### src/rtl/cpu_defs_pkg.sv
// rtl/cpu_defs_pkg.sv - shared core definitions: load-op encoding and datapath widths
package cpu_defs;

  localparam int DATA_WIDTH_DEF = 32;
  localparam int ADDR_WIDTH_DEF = 5;

  typedef enum logic [2:0] {
    LD_NONE = 3'd0,
    LW      = 3'd1,
    LB      = 3'd2,
    LBU     = 3'd3,
    LH      = 3'd4,
    LHU     = 3'd5,
    LWL     = 3'd6,
    LWR     = 3'd7
  } ld_op_t;

endpackage

### src/rtl/wb_stage_load_align.sv
// rtl/wb_stage_load_align.sv - combinational load-data extraction, extension and LWL/LWR merge
module load_align
  import cpu_defs::*;
#(
  parameter int DATA_WIDTH = DATA_WIDTH_DEF
) (
  input  logic [2:0]            ld_op,
  input  logic [1:0]            byte_off,
  input  logic [DATA_WIDTH-1:0] ld_data,
  input  logic [DATA_WIDTH-1:0] rt_val,
  input  logic [DATA_WIDTH-1:0] alu_result,
  output logic [DATA_WIDTH-1:0] result
);

  logic [7:0]  byte_lane;
  logic [15:0] half_lane;

  // Halves ignore off[0]: misaligned halfword loads are trapped before WB.
  assign byte_lane = ld_data[{byte_off, 3'b000} +: 8];
  assign half_lane = byte_off[1] ? ld_data[31:16] : ld_data[15:0];

  always_comb begin
    result = alu_result;
    case (ld_op_t'(ld_op))
      LW:  result = ld_data;
      LB:  result = {{(DATA_WIDTH-8){byte_lane[7]}}, byte_lane};
      LBU: result = {{(DATA_WIDTH-8){1'b0}}, byte_lane};
      LH:  result = {{(DATA_WIDTH-16){half_lane[15]}}, half_lane};
      LHU: result = {{(DATA_WIDTH-16){1'b0}}, half_lane};
      LWL: begin
        case (byte_off)
          2'd0:    result = {ld_data[7:0],  rt_val[23:0]};
          2'd1:    result = {ld_data[15:0], rt_val[15:0]};
          2'd2:    result = {ld_data[23:0], rt_val[7:0]};
          default: result = ld_data;
        endcase
      end
      LWR: begin
        case (byte_off)
          2'd0:    result = ld_data;
          2'd1:    result = {rt_val[31:24], ld_data[31:8]};
          2'd2:    result = {rt_val[31:16], ld_data[31:16]};
          default: result = {rt_val[31:8],  ld_data[31:24]};
        endcase
      end
      default: result = alu_result;
    endcase
  end

endmodule

### src/rtl/wb_stage.sv
// rtl/wb_stage.sv - MIPS write-back stage; WB_DEBUG_TRACE_EN adds reference-trace debug ports
module wb_stage
  import cpu_defs::*;
#(
  parameter int DATA_WIDTH = DATA_WIDTH_DEF,
  parameter int ADDR_WIDTH = ADDR_WIDTH_DEF
) (
  input  logic                  clk,
  input  logic                  rst,
  input  logic                  mem_valid,
  output logic                  wb_allowin,
  input  logic [31:0]           mem_pc,
  input  logic                  mem_rf_we,
  input  logic [ADDR_WIDTH-1:0] mem_dest,
  input  logic [DATA_WIDTH-1:0] mem_alu_result,
  input  logic [2:0]            mem_ld_op,
  input  logic [1:0]            mem_byte_off,
  input  logic [DATA_WIDTH-1:0] mem_ld_data,
  input  logic [DATA_WIDTH-1:0] mem_rt_val,
  input  logic                  flush,
  input  logic                  ext_stall,
  output logic                  rf_wen,
  output logic [ADDR_WIDTH-1:0] rf_waddr,
  output logic [DATA_WIDTH-1:0] rf_wdata,
  output logic                  wb_valid,
  output logic [ADDR_WIDTH-1:0] wb_dest,
`ifdef WB_DEBUG_TRACE_EN
  output logic [31:0]           debug_wb_pc,
  output logic [3:0]            debug_wb_rf_wen,
  output logic [ADDR_WIDTH-1:0] debug_wb_rf_wnum,
  output logic [DATA_WIDTH-1:0] debug_wb_rf_wdata,
`endif
  output logic [31:0]           retire_cnt
);

  logic                  wb_valid_r;
  logic                  wb_rf_we_r;
  logic [ADDR_WIDTH-1:0] wb_dest_r;
  logic [DATA_WIDTH-1:0] wb_result_r;
  logic [31:0]           retire_cnt_r;
  logic [DATA_WIDTH-1:0] ld_result;
  logic                  wb_ready_go;
  logic                  transfer;
  logic                  retire;

  load_align #(.DATA_WIDTH(DATA_WIDTH)) u_load_align (
    .ld_op      (mem_ld_op),
    .byte_off   (mem_byte_off),
    .ld_data    (mem_ld_data),
    .rt_val     (mem_rt_val),
    .alu_result (mem_alu_result),
    .result     (ld_result)
  );

  assign wb_ready_go = ~ext_stall;
  assign wb_allowin  = ~wb_valid_r | wb_ready_go;
  assign transfer    = mem_valid & wb_allowin;
  assign retire      = wb_valid_r & wb_ready_go & ~flush;

  always_ff @(posedge clk) begin
    if (rst) begin
      wb_valid_r   <= 1'b0;
      wb_rf_we_r   <= 1'b0;
      wb_dest_r    <= '0;
      wb_result_r  <= '0;
      retire_cnt_r <= '0;
    end else begin
      // Flush wins over both a pending transfer and a stalled holder.
      if (flush)
        wb_valid_r <= 1'b0;
      else if (wb_allowin)
        wb_valid_r <= mem_valid;
      if (transfer) begin
        wb_rf_we_r  <= mem_rf_we;
        wb_dest_r   <= mem_dest;
        wb_result_r <= ld_result;
      end
      if (retire)
        retire_cnt_r <= retire_cnt_r + 32'd1;
    end
  end

  assign rf_wen     = wb_valid_r & wb_rf_we_r & wb_ready_go & (wb_dest_r != '0);
  assign rf_waddr   = wb_dest_r;
  assign rf_wdata   = wb_result_r;
  assign wb_valid   = wb_valid_r;
  assign wb_dest    = (wb_valid_r & wb_rf_we_r) ? wb_dest_r : '0;
  assign retire_cnt = retire_cnt_r;

`ifdef WB_DEBUG_TRACE_EN
  logic [31:0] wb_pc_r;

  always_ff @(posedge clk) begin
    if (rst)
      wb_pc_r <= '0;
    else if (transfer)
      wb_pc_r <= mem_pc;
  end

  assign debug_wb_pc       = wb_pc_r;
  assign debug_wb_rf_wen   = {4{rf_wen}};
  assign debug_wb_rf_wnum  = wb_dest_r;
  assign debug_wb_rf_wdata = wb_result_r;
`else
  logic unused_pc;
  assign unused_pc = ^mem_pc;
`endif

endmodule

### config.mk
export PLATFORM = sky130hd
export DESIGN_NAME = wb_stage
export DESIGN_NICKNAME = d
export VERILOG_FILES = /design/src/rtl/cpu_defs_pkg.sv /design/src/rtl/wb_stage_load_align.sv /design/src/rtl/wb_stage.sv
export SDC_FILE = /design/constraint.sdc
export NUM_CORES = 1
export LEC_CHECK = 0
export BUFFER_PORTS_ARGS = -buffer_cell sky130_fd_sc_hd__buf_2
export CORE_MARGIN = 3
export CORE_UTILIZATION = 48
export DETAILED_ROUTE_END_ITERATION = 7
export PLACE_DENSITY = 0.81
export SETUP_SLACK_MARGIN = 0.4
export SLEW_MARGIN = 20
export SYNTH_ARGS = -nofsm -noshare
export SYNTH_HDL_FRONTEND = slang
export SYNTH_SLANG_ARGS = --single-unit
### constraint.sdc
create_clock -name clk -period 2.6 [get_ports clk]
set_input_delay 0.52 -clock clk [delete_from_list [all_inputs] [get_ports clk]]
set_output_delay 0.52 -clock clk [all_outputs]
set_load 0.03 [all_outputs]
; Word level (Yosys, flattened, before mapping)
; Index checks and enable logic that the tools add are counted.
[classes]
n_bitwise = 10
n_reduce_logical = 3
add_sub_neg = 1
n_eq_ne = 9
shifts = 1
mux = 5
[ops]
columns = op, n
row1 = 32-bit one-hot mux with 7 select lines, 1
row2 = 32-bit one-hot mux with 3 select lines, 2
row3 = "32-bit by 1-bit adder with 32-bit output, second input constant", 1
row4 = 32-bit by 6-bit indexed part select with 8-bit output, 1
row5 = 16-bit 2-to-1 mux, 1
row6 = "3-bit equality test, second input constant", 4
row7 = 1-bit bitwise AND, 6
row8 = "3-bit by 2-bit equality test with 1-bit output, second input constant", 2
row9 = 5-bit 2-to-1 mux, 1
row10 = 5-bit nonzero test, 1
row11 = "3-bit by 1-bit equality test with 1-bit output, second input constant", 1
row12 = 1-bit inverter, 3
row13 = "2-bit by 1-bit equality test with 1-bit output, second input constant", 1
row14 = "2-bit equality test, second input constant", 1
row15 = 2-bit zero test, 1
row16 = 2-bit OR reduction, 1
row17 = 1-bit bitwise OR, 1
[word_totals]
out_inout_bits = 77
regBits = 71

; Logic depth before layout (Yosys ltp)
; Gate-level depths: netlist of the first run.
[depth]
word_depth = 3
ltp_mapped = 8
depth_no_buf = 6

; Hierarchy
; A second synthesis of the first run with hierarchy kept.
[hier_totals]
hier_cells = 708
hier_area_um2 = 5380.2
[modules_own_cells]
columns = module, area_each_um2, cells_per_inst, n_inst, seq_area_each_um2
row1 = wb_stage, 2884.0, 359, 1, 1421.4
row2 = load_align, 2496.1, 349, 1, 0.0

; Least setup slack after synthesis of the first run
; No wires, ideal clock.
[synth_path]
path_kind = reg-to-output
from = register wb_valid_r, in the netlist wb_valid
to = output port rf_wen
arrival_time_ps = 1518
path_stages_with_launch = 4
path_buffers = 1
slack_ps = 562
cell_sequence = dfxtp_1 > buf_2 > nand2_1 > a211oi_1
[synth_between]
elab_chain_len = 3
[synth_rtl]
columns = element, line
row1 = "start, declared", wb_stage.sv:36  ; logic wb_valid_r;
row2 = "start signal, assigned", wb_stage.sv:72  ; wb_valid_r <= mem_valid;
row3 = 1-bit bitwise AND (3 in series), wb_stage.sv:83  ; assign rf_wen = wb_valid_r & wb_rf_we_r & wb_ready_go & (wb_dest_r != '0);
row4 = "end, declared", wb_stage.sv:22  ; output logic rf_wen,
; Every way passes these cells.

; Worst setup path after layout of the first run
[layout_path]
from = input port mem_byte_off[0]
to = register wb_result_r[19], in the netlist rf_wdata[19]
[layout_between]
elab_chain_len = 3
elab_cells_between_ends = 7
cone_classes = eq/ne: 2 / shift: 1 / mux: 3 / reduce/logical: 1
[layout_rtl]
columns = element, line
row1 = "start, declared", wb_stage.sv:17  ; input logic [1:0] mem_byte_off,
row2 = branches (longest 2 deep; another with 32-bit by 6-bit indexed part select with 8-bit output), --
row3 = 32-bit one-hot mux with 7 select lines (*), wb_stage_load_align.sv:24  ; case (ld_op_t'(ld_op))
row4 = "end signal, assigned", wb_stage.sv:76  ; wb_result_r <= ld_result;
row5 = "end, declared", wb_stage.sv:39  ; logic [DATA_WIDTH-1:0] wb_result_r;
; Mark *: on every way between the ends.
; A chain may end at the register's enable or synchronous reset.

==> flow_metrics.env, run 1 <==
export IMPL_run_status="finished, final reports clean"
export IMPL_row_count=36
export IMPL_finish_cell_count_without_fillers=942
export IMPL_cp_cell_sequence="buf_2, buf_12, and2b_1, a221o_1, nand2b_1, a211oi_1, o21ai_1"
export IMPL_netlist_instances=622
export IMPL_dpl_cell_area_sq_um=6010
export IMPL_worstReg2RegEnd="retire_cnt[20]$_SDFFE_PP0P_"
export IMPL_route_detailed_vias_per_inst=5.98
export IMPL_rsz_0062_raised_after_global_routing="no"
export IMPL_grt_max_degree=53
export IMPL_report_final_hold_viol_count=0
export IMPL_hold_path_depth=2
export IMPL_cp_data_arrival_time_ns=2.23
export IMPL_final_net_count=948
export IMPL_post_synth_main_area_contributors="sky130_fd_sc_hd__dfxtp_1 29%, sky130_fd_sc_hd__mux2i_1 9.4%, sky130_fd_sc_hd__nand2_1 5.1%, sky130_fd_sc_hd__nor2_1 4.8%, sky130_fd_sc_hd__xor2_1 4.5%"
export IMPL_post_synth_most_frequent_cells="71 x sky130_fd_sc_hd__dfxtp_1, 66 x sky130_fd_sc_hd__nand2_1, 62 x sky130_fd_sc_hd__nor2_1"
export IMPL_start_util=0.497
export IMPL_timing_hold_worst_class="in2reg"
export IMPL_max_slew_worst_pin_slew_ns=0.678
export IMPL_stdcell_area_sq_um=6190
export IMPL_yosys_warnings=0
export IMPL_grt_total_usage=0.295
export IMPL_cts_buffers_inserted=9
export IMPL_synth_distinct_cells=64
export IMPL_ctsHtreeMaxLevel=3
export IMPL_aggregate_negative_setup_slack_ns=0
export IMPL_critical_path_slowest_cell="sky130_fd_sc_hd__and2b_1"
export IMPL_cp_required_ns=2.84
export IMPL_drive_above_1_share=0.312
export IMPL_ff2ff_path_depth=5
export IMPL_grt_antenna_before_repair=1
export IMPL_synth_yosys_seq_area_share=0.291
export IMPL_critical_path_max_fanout=28
export IMPL_ctsRootBufferMaster="sky130_fd_sc_hd__clkbuf_8"
export IMPL_synth_largest_area_cell="sky130_fd_sc_hd__dfxtp_1"
export IMPL_async_set_or_reset_register_ratio_after_synthesis=0
export IMPL_timing_final_crit_period_ns=1.99
export IMPL_netlist_area_sq_um=4880
export IMPL_syn_area_cell_sq_um=7.85
export IMPL_postSynthNetCount=767
export IMPL_first_pass_grt_wire_length_um=27000
export IMPL_clock_skews_ns=0.0106
export IMPL_criticalPathCategory="in2reg"
export IMPL_wl_per_cell_um=18.3
export IMPL_vdd_ir_drop_max_v=0.000267
export IMPL_detailroute_via_count=5633
export IMPL_power_leakage_nw=2.93
export IMPL_cts_tree="built"
export IMPL_first_iter_violations=693
export IMPL_core_region_area_sq_um=9820
export IMPL_grt_ovfl_total=0
export IMPL_crit_start="mem_byte_off[0]"
export IMPL_die_area_sq_um=11400
export IMPL_io_pin_count=221
export IMPL_dieWidth_um=107
export IMPL_ctsLongestPathBuffers=2
export IMPL_die_height_um=107
export IMPL_synth_top_cell_area_share=0.291
export IMPL_place_inst=925
export IMPL_synthMostInstantiatedCell="sky130_fd_sc_hd__dfxtp_1"
export IMPL_post_cts_setup_buffer_count=0
export IMPL_first_pass_iters=6
export IMPL_area_growth_pct=26.9
export IMPL_clock_insertion_delay_worst_skew_ns=0.36
export IMPL_post_route_drc_count=0
export IMPL_ys_seq_elements=71
export IMPL_routed_wirelength_um=17300
export IMPL_worst_r2r_setup_slack_ns=0.63
export IMPL_hpwl_um=13200
export IMPL_placer_congestion=0.941
export IMPL_cp_end_kind="register"
export IMPL_synth_edff_count=0
export IMPL_worst_setup_hold_path_clk_slew_ns=0.09
export IMPL_number_of_global_route_vias_before_repair=5309
export IMPL_timing_fmax_mhz=503
export IMPL_final_setup_viol_count=0
export IMPL_route_antenna_remaining_nets=0
export IMPL_ys_flop_type="sky130_fd_sc_hd__dfxtp_1"
export IMPL_final_max_slew_violation_count=0
export IMPL_rr_startpoint="wb_valid$_SDFFE_PP0N_"
export IMPL_max_cap_check_violation_count=0
export IMPL_destination_of_the_worst_hold_path="wb_valid$_SDFFE_PP0N_"
export IMPL_period_share=0.765
export IMPL_portBuffers=188
export IMPL_cts_sink_count=71
export IMPL_worst_path_largest_cell_delay_ns=0.60
export IMPL_worst_hold_startpoint="flush"
export IMPL_slew_headroom=0.541
export IMPL_worst_setup_path_start_kind="primary input"
export IMPL_power_per_cell_area_nw_per_um2=449
==> state kept, by name, indices dropped and copies added (netlist names) <==
register	cells
wb_rf_we_r	1
rf_waddr	5
wb_valid	1
rf_wdata	32
retire_cnt	32
==> what timing repair did <==
action | in CTS | in global routing
hold buffers | 0 | 0
setup endpoints to repair | 0 | 3
endpoints found under the hold margin | 0 | 0
resized for setup | 0 | 0
==> layout by cell type, fill, tap and decap left out, types with 11 or more instances in the layout <==
| cell type | synthesis | final |
|---|---|---|
| sky130_fd_sc_hd__o21ai_0 | 29 | 29 |
| sky130_fd_sc_hd__xor2_1 | 25 | 25 |
| sky130_fd_sc_hd__inv_1 | 11 | 11 |
| sky130_fd_sc_hd__mux2i_1 | 46 | 46 |
| sky130_fd_sc_hd__dfxtp_1 | 71 | 71 |
| sky130_fd_sc_hd__a31oi_1 | 11 | 11 |
| sky130_fd_sc_hd__a21o_1 | 11 | 11 |
| sky130_fd_sc_hd__and3_1 | 16 | 16 |
| sky130_fd_sc_hd__nor3_1 | 15 | 15 |
| sky130_fd_sc_hd__o22ai_1 | 11 | 11 |
| sky130_fd_sc_hd__nor2_1 | 62 | 62 |
| sky130_fd_sc_hd__nand3_1 | 19 | 19 |
| sky130_fd_sc_hd__a21oi_1 | 28 | 28 |
| sky130_fd_sc_hd__buf_4 | 3 | 27 |
| sky130_fd_sc_hd__buf_2 | 16 | 188 |
| sky130_fd_sc_hd__nand2_1 | 66 | 66 |
| sky130_fd_sc_hd__nand4_1 | 15 | 15 |
| sky130_fd_sc_hd__a221oi_1 | 14 | 14 |
==> cell families after synthesis <==
logic type | after synthesis | share of synthesized area
AOI/OAI and AO/OA | 172 | 0.239
and+or+nand+nor | 237 | 0.249
muxes | 53 | 0.113
xor gates and xnor gates | 30 | 0.0538
buffers and inverters | 58 | 0.0513
DFF | 71 | 0.291
adders and majority gates | 1 | 0.00256
==> layout make-up <==
class | count | area (sq um)
sequential | 71 | 1420
antenna | 1 | 2.50
multi-input combinational | 493 | 3210
clock inverter | 7 | 62.6
tap | 133 | 166
inverter | 12 | 46.3
clock buffer | 9 | 124
timing repair buffer | 216 | 1160
fill | 935 | 3620
==> worst max-delay path: cells and delay by family <==
kind            cells  cell delay [ns]
buf+inv             2             0.30
compound gates      3             0.73
simple gates        2             0.66
==> power by group <==
| group | switching (mW) | internal, mW |
|---|---|---|
| clock network | 0.509 | 0.366 |
| logic | 0.456 | 0.281 |
| registers | 0.0311 | 1.14 |
==> per-stage QoR <==
step,utilization,hold slack [ns],setup WS (ns),power [mW]
6_report,0.631,0.355,0.611,2.78
5_1_grt,0.631,0.363,0.412,2.91
4_1_cts,0.631,0.351,0.618,2.78
3_5_place_dp,0.612,0.434,0.297,1.92
3_3_place_gp,0.612,0.435,0.377,1.90
2_1_floorplan,-,0.478,0.562,1.63
==> routing by layer <==
layer  wire [um]  part of all wire  GRT usage  vias up
met4         454             0.026      0.112        0
met1        7350              0.43      0.390     2594
met3        1570             0.091     0.0536       45
met2        7890              0.46      0.480      327
met5           0                 0          0        -
li1            -                 -          -     2667
==> worst max-delay path by stage <==
stage / endpoint
6_report: rf_wdata[19]$_SDFFE_PP0P_
3_3_place_gp: rf_wdata[19]$_SDFFE_PP0P_
2_1_floorplan: rf_wen
4_1_cts: retire_cnt[20]$_SDFFE_PP0P_
3_5_place_dp: rf_wdata[14]$_SDFFE_PP0P_
5_1_grt: retire_cnt[20]$_SDFFE_PP0P_
No activity file was read; power rests on OpenSTA's default activity.
==> run 2: changes to the inputs <==
==> constraint.sdc (replaced) <==
create_clock -name clk -period 1.95 [get_ports clk]
set_input_delay 0.39 -clock clk [delete_from_list [all_inputs] [get_ports clk]]
set_output_delay 0.39 -clock clk [all_outputs]
set_load 0.03 [all_outputs]
==> run 2 against run 1 <==
  * Non-clock buffer count rose by 43
  * Sequential power rose by 32%
  * Final cell count rose by 4.5%
  * Sequential cell count did not move
  * Critical path depth fell by 4
  * Clock power rose by 49%
  * Power rose by 42%
  * Largest cell class unchanged
==> flow_metrics.env, run 2 (synthesis results as in run 1) <==
export IMPL_run_status="finished, final reports clean"
export IMPL_post_route_drc_count=0
export IMPL_routed_wirelength_um=18300
export IMPL_aggregate_negative_setup_slack_ns=0
export IMPL_route_detailed_vias_per_inst=6.03
export IMPL_worst_setup_path_start_kind="register"
export IMPL_grt_max_degree=29
export IMPL_grt_total_usage=0.318
export IMPL_p_sw_mw=1.38
export IMPL_cts_hold_buffers=0
export IMPL_row_count=36
export IMPL_timing_final_crit_period_ns=1.61
export IMPL_cp_cell_sequence="nor3_2, a211oi_2, buf_4"
export IMPL_cts_sink_count=71
export IMPL_placer_congestion=0.942
export IMPL_antenna_cells=0
export IMPL_place_inst=959
export IMPL_cp_required_ns=1.56
export IMPL_final_cell_mix="185 x sky130_fd_sc_hd__buf_2, 63 x sky130_fd_sc_hd__nand2_1, 60 x sky130_fd_sc_hd__nor2_1, 59 x sky130_fd_sc_hd__buf_4"
export IMPL_area_growth_pct=41.5
export IMPL_drt_met1_wl_um=7510
export IMPL_most_common_library_cell_in_the_layout_ignoring_fill_and_taps="sky130_fd_sc_hd__buf_2"
export IMPL_clock_skews_ns=0.0145
export IMPL_wl_met2_um=8640
export IMPL_power_switching_fraction=0.350
export IMPL_critical_path_slowest_cell="sky130_fd_sc_hd__dfxtp_1"
export IMPL_rsz_0062_raised_after_global_routing="yes"
export IMPL_hold_path_depth=2
export IMPL_cp_end_kind="output port"
export IMPL_crit_family="flip-flops"
export IMPL_first_pass_grt_wire_length_um=29100
export IMPL_cp_data_arrival_time_ns=1.22
export IMPL_detailroute_via_count=5932
export IMPL_finish_cell_count_without_fillers=984
export IMPL_power_per_cell_area_nw_per_um2=573
export IMPL_stdcell_area_sq_um=6910
export IMPL_share_seq_of_total_power=0.388
export IMPL_critical_path_max_fanout=4
export IMPL_grt_antenna_before_repair=0
export IMPL_timing_hold_worst_class="in2reg"
export IMPL_final_setup_viol_count=0
export IMPL_ff2ff_path_depth=6
export IMPL_start_util=0.497
export IMPL_first_iter_violations=659
export IMPL_worst_path_largest_cell_delay_ns=0.40
export IMPL_final_net_count=991
export IMPL_timing_fmax_mhz=621
export IMPL_slew_headroom=0.693
export IMPL_criticalPathCategory="reg2out"
export IMPL_critical_path_n_buffers_inverters=1
export IMPL_cellInternalPower_mw=2.57
export IMPL_number_of_global_route_vias_before_repair=5743
export IMPL_clock_insertion_delay_worst_skew_ns=0.37
export IMPL_multiInputGateArea_sq_um=3410
export IMPL_die_height_um=107
export IMPL_maxUsedRoutingLayer="met4"
export IMPL_die_area_sq_um=11400
export IMPL_worst_r2r_setup_slack_ns=0.39
export IMPL_report_final_hold_viol_count=0
export IMPL_max_slew_worst_pin_slew_ns=0.460
export IMPL_ctsLongestPathBuffers=2
export IMPL_combPwrFrac=0.284
export IMPL_met3_routed_wirelength_um=1820
export IMPL_drive_above_1_share=0.418
export IMPL_cts_buffers_inserted=9
export IMPL_worst_setup_hold_path_clk_slew_ns=0.08
export IMPL_n_fill_cell=826
export IMPL_dpl_cell_area_sq_um=6420
export IMPL_final_max_slew_violation_count=0
export IMPL_hpwl_um=14000
export IMPL_ctsRootBufferMaster="sky130_fd_sc_hd__clkbuf_8"
export IMPL_max_cap_check_violation_count=0
export IMPL_cts_tree="built"
export IMPL_power_leakage_nw=3.25
export IMPL_grt_ovfl_total=0
export IMPL_vdd_ir_drop_max_v=0.000382
export IMPL_wl_per_cell_um=18.6
export IMPL_final_seq_area_sq_um=1510
export IMPL_dieWidth_um=107
export IMPL_io_pin_count=221
export IMPL_core_region_area_sq_um=9820
export IMPL_worstSetupPathDepth=3
export IMPL_ctsHtreeMaxLevel=3
export IMPL_period_share=0.826
export IMPL_portBuffers=188
export IMPL_route_antenna_remaining_nets=0
export IMPL_first_pass_iters=6
export IMPL_clkPwrFrac=0.328
[run 2: cell types whose count changed in the layout (fill, tap and decap cells not counted), moves of 4 or more]
cell	previous run	this run
sky130_fd_sc_hd__buf_6	0	11
sky130_fd_sc_hd__a211oi_1	7	2
sky130_fd_sc_hd__dfxtp_1	71	42
sky130_fd_sc_hd__a211oi_2	0	5
sky130_fd_sc_hd__dfxtp_2	0	10
sky130_fd_sc_hd__buf_4	27	59
sky130_fd_sc_hd__mux2i_1	46	42
sky130_fd_sc_hd__dfxtp_4	0	19
[run 2: metrics by stage]
stage,hold WS (ns),util,power (mW),setup slack [ns]
finish,0.238,0.703,3.96,0.339
global route,0.238,0.703,4.12,0.266
CTS,0.224,0.684,3.90,0.351
detailed placement,0.438,0.654,2.60,-0.102
global placement,0.435,0.654,2.58,-0.103
floorplan,0.459,-,2.18,0.215
[run 2: area by class of cell]
class | count | share of cell area
Multi-Input combinational cell | 493 | 0.494
Timing Repair Buffer | 259 | 0.227
Sequential cell | 71 | 0.218
Tap cell | 133 | 0.0241
Clock buffer | 9 | 0.0179
Clock inverter | 7 | 0.0123
Inverter | 12 | 0.00670
[run 2: per-layer routing]
metal  GRT usage  vias up
met4       0.103        0
met2       0.522      327
li1            -     2766
met3      0.0566       36
met5           0        -
met1       0.422     2803
[run 2: final timing paths]
kind,start,to
max,rf_waddr[0]$_SDFFE_PP0P_,rf_wen
max reg2reg,wb_valid$_SDFFE_PP0N_,retire_cnt[31]$_SDFFE_PP0P_
min,flush,wb_valid$_SDFFE_PP0N_
min reg2reg,rf_wdata[19]$_SDFFE_PP0P_,rf_wdata[19]$_SDFFE_PP0P_
[run 2: repair_timing]
item	in CTS	in global routing
setup endpoints to repair	36	50
pin swaps	7	5
gates resized for setup	12	36
setup buffers	5	4
[run 2: power groups by stage]
stage,Combinational (mW),Clock [mW],Sequential [mW]
floorplan,0.501,0,1.68
global placement,1.02,0,1.56
detailed placement,1.04,0,1.57
CTS,1.05,1.31,1.53
global route,1.20,1.37,1.54
finish,1.12,1.30,1.54
[run 2: worst reg2reg max path: cells and delay by family, from the launching register on]
kind,cells,cell delay (ns)
simple gates,4,0.76
buf+inv,1,0.16
flops,1,0.43
compound gates,1,0.15
